## config.mk

```make
export PLATFORM = sky130hd
export DESIGN_NAME = inst_fetch_buf
export DESIGN_NICKNAME = d
export VERILOG_FILES = /design/src/rtl/inst_fetch_buf.sv
export SDC_FILE = /design/constraint.sdc
export NUM_CORES = 1
export LEC_CHECK = 0
export CAP_MARGIN = 20
export CORE_MARGIN = 1.5
export CORE_UTILIZATION = 40
export DETAILED_ROUTE_END_ITERATION = 8
export RECOVER_POWER = 100
export SLEW_MARGIN = 40
export SYNTH_ARGS = -nofsm -noshare
export SYNTH_HDL_FRONTEND = slang
export SYNTH_SLANG_ARGS = --single-unit
```

## constraint.sdc

```tcl
create_clock -name clk -period 7.2 [get_ports clk]
set_clock_uncertainty 0.1 [all_clocks]
set_input_delay 1.44 -clock clk [delete_from_list [all_inputs] [get_ports clk]]
set_output_delay 1.44 -clock clk [all_outputs]
set_load 0.1 [all_outputs]
```

## src/rtl/inst_fetch_buf.sv

```systemverilog
// Prefetch buffer between PC generation and IF/ID.
// Issues in-order ROM reads and queues {pc, inst} pairs for decode.
module inst_fetch_buf #(
  parameter int DEPTH = 4,
  parameter int AW    = 32,
  parameter int DW    = 32
) (
  input  logic          clk,
  input  logic          rst,
  input  logic [AW-1:0] pc_i,
  input  logic          ce_i,
  input  logic [5:0]    stall_i,
  input  logic          flush_i,
  output logic          rom_req_o,
  output logic [AW-1:0] rom_addr_o,
  input  logic          rom_gnt_i,
  input  logic          rom_rvalid_i,
  input  logic [DW-1:0] rom_rdata_i,
  output logic          inst_valid_o,
  output logic [DW-1:0] inst_o,
  output logic [AW-1:0] inst_pc_o,
  output logic          stallreq_o
);

  localparam int CW = $clog2(DEPTH + 1);
  localparam int PW = $clog2(DEPTH);

  logic [CW-1:0] occ_q, occ_d;
  logic [CW-1:0] outst_q, outst_d;
  logic [CW-1:0] disc_q, disc_d;
  logic [PW-1:0] wr_q, wr_d;
  logic [PW-1:0] rd_q, rd_d;
  logic [PW-1:0] tw_q, tw_d;
  logic [PW-1:0] tr_q, tr_d;

  logic [AW-1:0] tag_q [DEPTH];
  logic [AW-1:0] pc_q  [DEPTH];
  logic [DW-1:0] dat_q [DEPTH];

  logic          accept;
  logic          push;
  logic          pop;
  logic          drop;
  logic [CW:0]   used;
  logic          unused_stall;

  assign unused_stall = ^{stall_i[5:2], stall_i[0]};

  // Slots are reserved at issue time, so a full FIFO can never overflow.
  assign used       = {1'b0, occ_q} + {1'b0, outst_q};
  assign rom_req_o  = ce_i & ~flush_i & (used < (CW+1)'(DEPTH));
  assign rom_addr_o = pc_i;
  assign accept     = rom_req_o & rom_gnt_i;
  assign stallreq_o = ce_i & ~flush_i & ~accept;

  assign inst_valid_o = (occ_q != '0);
  assign inst_o       = inst_valid_o ? dat_q[rd_q] : '0;
  assign inst_pc_o    = inst_valid_o ? pc_q[rd_q] : '0;

  assign pop  = inst_valid_o & ~stall_i[1];
  assign drop = flush_i | (disc_q != '0);
  assign push = rom_rvalid_i & ~drop;

  always_comb begin
    outst_d = outst_q + CW'(accept) - CW'(rom_rvalid_i);
    tw_d    = tw_q + PW'(accept);
    tr_d    = tr_q + PW'(rom_rvalid_i);
    occ_d   = '0;
    wr_d    = '0;
    rd_d    = '0;
    disc_d  = outst_d;
    if (!flush_i) begin
      occ_d  = occ_q + CW'(push) - CW'(pop);
      wr_d   = wr_q + PW'(push);
      rd_d   = rd_q + PW'(pop);
      disc_d = disc_q - CW'(rom_rvalid_i & (disc_q != '0));
    end
  end

  always_ff @(posedge clk) begin
    if (rst) begin
      occ_q   <= '0;
      outst_q <= '0;
      disc_q  <= '0;
      wr_q    <= '0;
      rd_q    <= '0;
      tw_q    <= '0;
      tr_q    <= '0;
    end else begin
      occ_q   <= occ_d;
      outst_q <= outst_d;
      disc_q  <= disc_d;
      wr_q    <= wr_d;
      rd_q    <= rd_d;
      tw_q    <= tw_d;
      tr_q    <= tr_d;
    end
  end

  // Tag FIFO tracks every in-flight read, including discarded ones.
  always_ff @(posedge clk) begin
    if (accept) begin
      tag_q[tw_q] <= pc_i;
    end
    if (push) begin
      pc_q[wr_q]  <= tag_q[tr_q];
      dat_q[wr_q] <= rom_rdata_i;
    end
  end

endmodule

```

==> results of run 1 <==
## worst min-delay path, cell delays in order, from the launching register on
cell and delay [ns]:
dfxtp_1 0.34, xnor2_1 0.15, nor2_1 0.04
## registers in the layout, indices dropped and copies added (netlist names), 3 cells and up
register and count:
pc_q 128, occ_q 3, dat_q 128, disc_q 3, outst_q 3, tag_q 128
## kinds of logic after synthesis
family                     count (synthesis)
xor gates and xnor gates                   9
adders and majority gates                 14
DFF                                      401
AOI/OAI and AO/OA                          3
and+or+nand+nor                          103
buffers and inverters                     73
muxes                                     96
## report_power, final
part           leakage, nW  internal, mW  total [mW]  switching, mW
clock                0.631          1.19        2.03          0.836
combinational         1.58         0.183       0.750          0.567
sequential            3.61          2.66        2.69         0.0318
## cell type report
type,instances,share of cell area
antenna,1,0.0001380
clock buffer,54,0.06329
clock inverter,20,0.007869
inverter,10,0.002071
multi-input combinational,225,0.1703
sequential,401,0.6555
tap,511,0.03527
timing repair buffer,183,0.06550
## worst max-delay path by stage
stage / startpoint / end / slack (ns) / cells after the start
final: rd_q[0]$_SDFF_PP0_ / inst_o[1] / 1.67 / 4
after global routing: rd_q[0]$_SDFF_PP0_ / inst_o[31] / 1.20 / 4
after CTS: flush_i / stallreq_o / 2.51 / 5
after detailed placement: flush_i / stallreq_o / 2.51 / 5
after global placement: flush_i / stallreq_o / 1.81 / 5
after floorplan: flush_i / dat_q[1][0]$_DFFE_PP_ / 0.09 / 3
## Yosys cell counts
master	number
ha_1	12
xor2_1	1
buf_4	35
nand4_1	1
nor3_1	7
dfxtp_1	17
a21oi_1	2
edfxtp_1	384
xnor2_1	8
or3_1	1
nand3_1	1
inv_1	10
and3_1	2
buf_6	1
buf_12	6
and2_1	69
nor2_1	9
mux4_2	92
fa_1	2
clkbuf_1	10
a211oi_1	1
and4_1	1
buf_2	11
mux4_1	4
and3b_1	1
nor3b_1	3
and4b_1	1
nor2b_1	7
## layer usage
layer | share of wire | wire, um | GRT usage
met5 | 0.00045 | 13 | 0
met2 | 0.50 | 14570 | 0.2505
met4 | 0.023 | 651 | 0.05040
met1 | 0.43 | 12510 | 0.1922
met3 | 0.040 | 1153 | 0.02655
## per-stage QoR
stage | instance area [um2] | hold slack [ns]
global placement | 17480 | 0.4548
CTS | 18280 | 0.4752
finish | 18130 | 0.4721
global route | 18130 | 0.5112
floorplan | 15480 | 0.4187
detailed placement | 16990 | 0.4545
==> impl_metrics.json, run 1 <==
{
  "cpMostUsedCell": "clkbuf_1",
  "syn_area_per_cell_um2": 22.15,
  "violations": "max-capacitance violations, max-slew violations",
  "yosys.area.top_type": "edfxtp_1",
  "r2r.worst_path.cells": 2,
  "start_util": 0.4091,
  "hold_class": "reg -> reg",
  "final_util": 0.4790,
  "vias": 6989,
  "first_pass_iters": 4,
  "htree_levels": 2,
  "clock_path_buffers": 3,
  "powerDensity_nw_per_um2": 301.4,
  "synth.top_cell.area_share": 0.7447,
  "clk_pin_slew_ns": 0.06,
  "yosys-top-cells-area": "edfxtp_1 74%, mux4_2 13%, and2_1 2.8%",
  "fillers": 3203,
  "grt_use_total": 0.1475,
  "r2r_slack_ns": 3.56,
  "grt_pass1_vias": 7228,
  "holdPathStages": 2,
  "synthSimpleGateAreaFrac": 0.04032,
  "drv_cap": 13,
  "place_inst": 1330,
  "ys_types": 28,
  "r2r_end": "pc_q[3][16]$_DFFE_PP_",
  "relSlewSlack": -1.041,
  "ant_nets": 0,
  "synth_seq_area_share": 0.7667,
  "io_buffers": 169,
  "synthesis.nets": 789,
  "seqCellArea_um2": 11880,
  "worstPathArrival_ns": 3.99,
  "synthMuxAreaShare": 0.1406,
  "synth_top_family_by_area": "multiplexers",
  "cts_hold_buffers": 0,
  "holdPathEnd": "tw_q[1]$_SDFF_PP0_",
  "multi_input_area_um2": 3088,
  "fmax_mhz": 181.0,
  "cp_max_fo": 33,
  "worstPathRequired_ns": 5.66,
  "cp-start-kind": "register",
  "post_drt_wl_per_cell_um": 20.56,
  "die_w_um": 199.7,
  "antenna_found_initial": 2,
  "period_share": 0.7674,
  "cp_top_family": "buffers and inverters",
  "dieArea_um2": 39900,
  "synth_adder_area_share": 0.01228,
  "final_cell_mix": "384 x edfxtp_1, 92 x mux4_2, 77 x clkbuf_1",
  "dp_hpwl_um": 16150,
  "crit_chain": "clkbuf_1 -> mux4_1 -> and2_1 -> clkbuf_1",
  "syn_inst": 699,
  "p_total_mw": 5.463,
  "cts_setup_buffers": 0,
  "grt-ovfl-total": 0,
  "setup_violations": 0,
  "hold_start": "tw_q[1]$_SDFF_PP0_",
  "outcome": "finished with violations",
  "tns_ns": 0,
  "setup_slack_ns": 1.675,
  "grt_pass1_wl_um": 43570,
  "ir_drop_v": 0.0001892,
  "dp_slack_ns": 2.513,
  "rsz0062_at_grt": "false",
  "core_area_um2": 37840,
  "cts_tree": "yes",
  "p_leak_nw": 5.824,
  "cts-root-buf": "clkbuf_16",
  "synthXorXnorAreaFrac": 0.005091,
  "final_common_cell": "edfxtp_1",
  "rows": 71,
  "path_class": "reg -> out",
  "routed_wirelength_um": 28890,
  "syn_area_um2": 15480,
  "stdcell_count": 1405,
  "critPathBufInv": 2,
  "fp.dieH_um": 199.7,
  "ios": 175,
  "critical-path-max-stage-delay_ns": 1.13,
  "slew_violations": 438,
  "finalHoldViolCount": 0,
  "routabilityCongestion": 0.6886,
  "critPathSlowestCell": "clkbuf_1",
  "nNetsFinal": 953,
  "ys_seq_elements": 401,
  "cts-resized-gates": 0,
  "ys_warn_count": 0,
  "syn_to_final_growth_pct": 17.07,
  "cp-end-kind": "output pin",
  "grt_start_max_net_pins": 40,
  "viasPerCell": 4.974,
  "reg2reg_from": "tr_q[0]$_SDFF_PP0_",
  "worstMarginPinSlew_ns": 3.062,
  "clock_latency_ns": 0.54,
  "cts.sinks": 401,
  "period_needed_ns": 5.525,
  "drc": 0,
  "cts_made_buffers": 42,
  "drtIter0Drc": 419,
  "synth-compound-area-share": 0.001131,
  "drive_above_1_share": 0.2172
}
Note: power is estimated with default switching activity, not from simulation.
==> inputs of run 2 (changes only) <==
==> constraint.sdc (replaced) <==
create_clock -name clk -period 5.25 [get_ports clk]
set_clock_uncertainty 0.1 [all_clocks]
set_input_delay 1.05 -clock clk [delete_from_list [all_inputs] [get_ports clk]]
set_output_delay 1.05 -clock clk [all_outputs]
set_load 0.1 [all_outputs]
==> impl_metrics.json, run 2 (synthesis results as in run 1) <==
{
  "worstPathArrival_ns": 3.24,
  "relSlewSlack": -0.5983,
  "cts_made_buffers": 43,
  "met3_usage": 0.02638,
  "top_usage_layer": "met2",
  "syn_to_final_growth_pct": 18.65,
  "cts-resized-gates": 0,
  "htree_levels": 2,
  "start_util": 0.4091,
  "grt_use_total": 0.1491,
  "ant_nets": 0,
  "hold_class": "reg -> reg",
  "path_class": "reg -> out",
  "rsz0062_at_grt": "false",
  "final_cell_mix": "384 x edfxtp_1, 92 x mux4_2, 80 x clkbuf_1",
  "ir_drop_v": 0.0002169,
  "cts-root-buf": "clkbuf_16",
  "drv_cap": 7,
  "post_drt_wl_per_cell_um": 20.55,
  "rows": 71,
  "routabilityCongestion": 0.6700,
  "worstPathRequired_ns": 4.10,
  "p_leak_nw": 5.883,
  "antenna_found_initial": 0,
  "period_needed_ns": 4.391,
  "slew_violations": 263,
  "grt_pass1_vias": 7254,
  "powerDensity_nw_per_um2": 422.5,
  "grt_start_max_net_pins": 65,
  "ios": 175,
  "drc": 0,
  "final_common_cell": "edfxtp_1",
  "vias": 6905,
  "io_buffers": 169,
  "finalHoldViolCount": 0,
  "cts_tree": "yes",
  "cp_max_fo": 36,
  "fp.dieH_um": 199.7,
  "cts_hold_buffers": 0,
  "reg_top3": "dat_q: 128 flops, pc_q: 128 flops, tag_q: 128 flops",
  "violations": "max-capacitance violations, max-slew violations",
  "clock_latency_ns": 0.56,
  "nNetsFinal": 957,
  "worstMarginPinSlew_ns": 2.397,
  "routed_wirelength_um": 28990,
  "fmax_mhz": 227.7,
  "met2_usage": 0.2690,
  "first_pass_iters": 4,
  "tns_ns": 0,
  "period_share": 0.8364,
  "outcome": "finished with violations",
  "clk_pin_slew_ns": 0.06,
  "drive_above_1_share": 0.2247,
  "cp-start-kind": "register",
  "viasPerCell": 4.894,
  "die_w_um": 199.7,
  "p_total_mw": 7.762,
  "cts.sinks": 401,
  "stdcell_count": 1411,
  "place_inst": 1333,
  "cp-end-kind": "output pin",
  "grt-ovfl-total": 0,
  "setup_violations": 0,
  "grt_pass1_wl_um": 43440,
  "core_area_um2": 37840,
  "cts_setup_buffers": 0,
  "met1_usage": 0.1790,
  "dp_hpwl_um": 16530,
  "hold_slack_ns": 0.4559,
  "final_util": 0.4855,
  "dieArea_um2": 39900,
  "drtIter0Drc": 306,
  "clock_path_buffers": 3,
  "r2r_slack_ns": 1.69
}
## run 2: cell count changes in the layout (fill, tap and decap cells not counted), sizes merged
cell,before,now
clkinvlp,1,5
bufinv,2,6
clkdlybuf4s50,3,4
dlygate4sd3,67,66
buf,44,41
clkbuf,123,126
clkinv,16,14
## run 2: layout make-up
type	instances	area [um2]
antenna	1	2.502
clock buffer	51	1127
clock inverter	26	302.8
fill	3217	19470
inverter	10	37.54
multi-input combinational	225	3099
sequential	401	11880
tap	511	639.4
timing repair buffer	186	1280
## run 2: path summary, 6_finish.rpt
path	start	to	cells after the start
worst max-delay path	occ_q[1]$_SDFF_PP0_	inst_pc_o[30]	4
worst min-delay path	tw_q[1]$_SDFF_PP0_	tw_q[1]$_SDFF_PP0_	2
worst max register to register	occ_q[2]$_SDFF_PP0_	tag_q[0][9]$_DFFE_PP_	5
worst min register to register	tw_q[1]$_SDFF_PP0_	tw_q[1]$_SDFF_PP0_	2
## run 2: metrics by stage
stage	setup WS, ns	area, um2
2_1_floorplan	0.7662	15500
5_1_grt	0.6204	18370
3_5_place_dp	1.389	17120
3_3_place_gp	1.253	17550
4_1_cts	1.324	18550
6_report	0.8592	18370
## run 2: routing by layer
| layer | part of all wire | up-vias |
|---|---|---|
| li1 | - | 3145 |
| met1 | 0.41 | 3565 |
| met2 | 0.53 | 145 |
| met3 | 0.040 | 50 |
| met4 | 0.022 | 0 |
| met5 | 0 | - |
## run 2: worst max-delay path, stage by stage, from the launching register on
cell and delay, ns:
dfxtp_1 0.38, or3_1 0.99, buf_12 0.30, and2_1 0.15, clkbuf_1 0.86
## run 2: power by group
part           total, mW  switching [mW]  internal (mW)  leakage [nW]
Combinational       1.03           0.771          0.255          1.59
Clock               3.05            1.21           1.83         0.682
Sequential          3.69          0.0491           3.64          3.61
Total               7.76            2.03           5.73          5.88
==> inputs of run 3 (changes only) <==
==> constraint.sdc (replaced) <==
create_clock -name clk -period 4.25 [get_ports clk]
set_clock_uncertainty 0.1 [all_clocks]
set_input_delay 0.85 -clock clk [delete_from_list [all_inputs] [get_ports clk]]
set_output_delay 0.85 -clock clk [all_outputs]
set_load 0.1 [all_outputs]
==> impl_metrics.json, run 3 (synthesis results as in run 1) <==
{
  "outcome": "finished with violations",
  "violations": "max-capacitance violations, max-slew violations",
  "cts-root-buf": "clkbuf_16",
  "core_area_um2": 37840,
  "multi_input_area_um2": 3108,
  "fmax_mhz": 263.8,
  "cts_made_buffers": 43,
  "cp-start-kind": "register",
  "hold_class": "reg -> reg",
  "viasPerCell": 4.941,
  "setup_slack_ns": 0.4592,
  "period_needed_ns": 3.791,
  "routabilityCongestion": 0.6730,
  "fillers": 3204,
  "drtIter0Drc": 354,
  "final_common_cell": "edfxtp_1",
  "hold_slack_ns": 0.4605,
  "seqCellArea_um2": 11880,
  "post_drt_wl_per_cell_um": 20.47,
  "cts_hold_buffers": 0,
  "clk_pin_slew_ns": 0.06,
  "io_buffers": 169,
  "antenna_found_initial": 0,
  "final_util": 0.4852,
  "nNetsFinal": 959,
  "vias": 6981,
  "finalHoldViolCount": 0,
  "drive_above_1_share": 0.2627,
  "holdPathStages": 2,
  "htree_levels": 2,
  "ios": 175,
  "r2r.worst_path.cells": 2,
  "stdcell_count": 1413,
  "cp_max_fo": 37,
  "worstPathRequired_ns": 3.30,
  "top_layer": "met4",
  "p_total_mw": 9.329,
  "final_cell_mix": "384 x edfxtp_1, 92 x mux4_2, 67 x and2_1",
  "powerDensity_nw_per_um2": 508.1,
  "period_share": 0.8920,
  "setup_violations": 0,
  "slew_violations": 55,
  "route.met3.wl_um": 1283,
  "wl_met1_um": 12010,
  "syn_to_final_growth_pct": 18.58,
  "diodes": 0,
  "grt_pass1_wl_um": 43990,
  "cts_tree": "yes",
  "met2_length_um": 15060,
  "place_inst": 1335,
  "start_util": 0.4091,
  "dp_slack_ns": 0.6582,
  "grt_start_max_net_pins": 39,
  "die_w_um": 199.7,
  "dieArea_um2": 39900,
  "dp_hpwl_um": 16680,
  "path_class": "reg -> out",
  "fp.dieH_um": 199.7,
  "clock_path_buffers": 3,
  "r2r_slack_ns": 0.86,
  "cts-resized-gates": 0,
  "rsz0062_at_grt": "false",
  "p_leak_nw": 5.965,
  "rows": 71,
  "ant_nets": 0,
  "worstPathArrival_ns": 2.84,
  "grt_pass1_vias": 7464,
  "reg_top3": "dat_q: 128 flops, pc_q: 128 flops, tag_q: 128 flops",
  "cts.sinks": 401,
  "drv_cap": 2,
  "first_pass_iters": 4,
  "ir_drop_v": 0.0002578,
  "routed_wirelength_um": 28920,
  "clock_latency_ns": 0.54,
  "cp-end-kind": "output pin",
  "worstMarginPinSlew_ns": 1.901,
  "grt_use_total": 0.1497,
  "drc": 0,
  "cts_setup_buffers": 0,
  "relSlewSlack": -0.2674,
  "grt-ovfl-total": 0
}
## run 3: metal layers
layer  vias up  track usage
met5         -            0
met3        40      0.02806
li1       3143            -
met4         0      0.04539
met1      3635       0.1868
met2       163       0.2653
## run 3: power breakdown
| group | switching, mW | internal (mW) |
|---|---|---|
| clock network | 1.43 | 2.05 |
| logic | 0.955 | 0.333 |
| registers | 0.0619 | 4.50 |
## run 3: metrics by stage
step,setup TNS (ns),cell area [um2]
floorplan,-2.745,15500
global placement,0,17340
detailed placement,0,17340
CTS,0,18670
global route,0,18360
finish,0,18360
## run 3: area by class of cell
type | instances | area share
clock buffers | 63 | 0.06658
multi-input cells | 225 | 0.1693
inverters | 10 | 0.002044
flip-flops and latches | 401 | 0.6471
clock inverters | 15 | 0.005997
repair buffers | 188 | 0.07421
well taps | 511 | 0.03482
## run 3: critical path, cell delays in order, from the launching register on
cell      delay, ns
dfxtp_2        1.11
buf_12         0.30
mux4_2         0.31
and2_1         0.18
clkbuf_2       0.37
## run 3: path summary, 6_finish.rpt
path / from / endpoint
setup / recovery: rd_q[1]$_SDFF_PP0_ / inst_o[19]
hold / removal: occ_q[2]$_SDFF_PP0_ / occ_q[2]$_SDFF_PP0_
setup reg to reg: tr_q[0]$_SDFF_PP0_ / pc_q[0][9]$_DFFE_PP_
hold reg to reg: occ_q[2]$_SDFF_PP0_ / occ_q[2]$_SDFF_PP0_
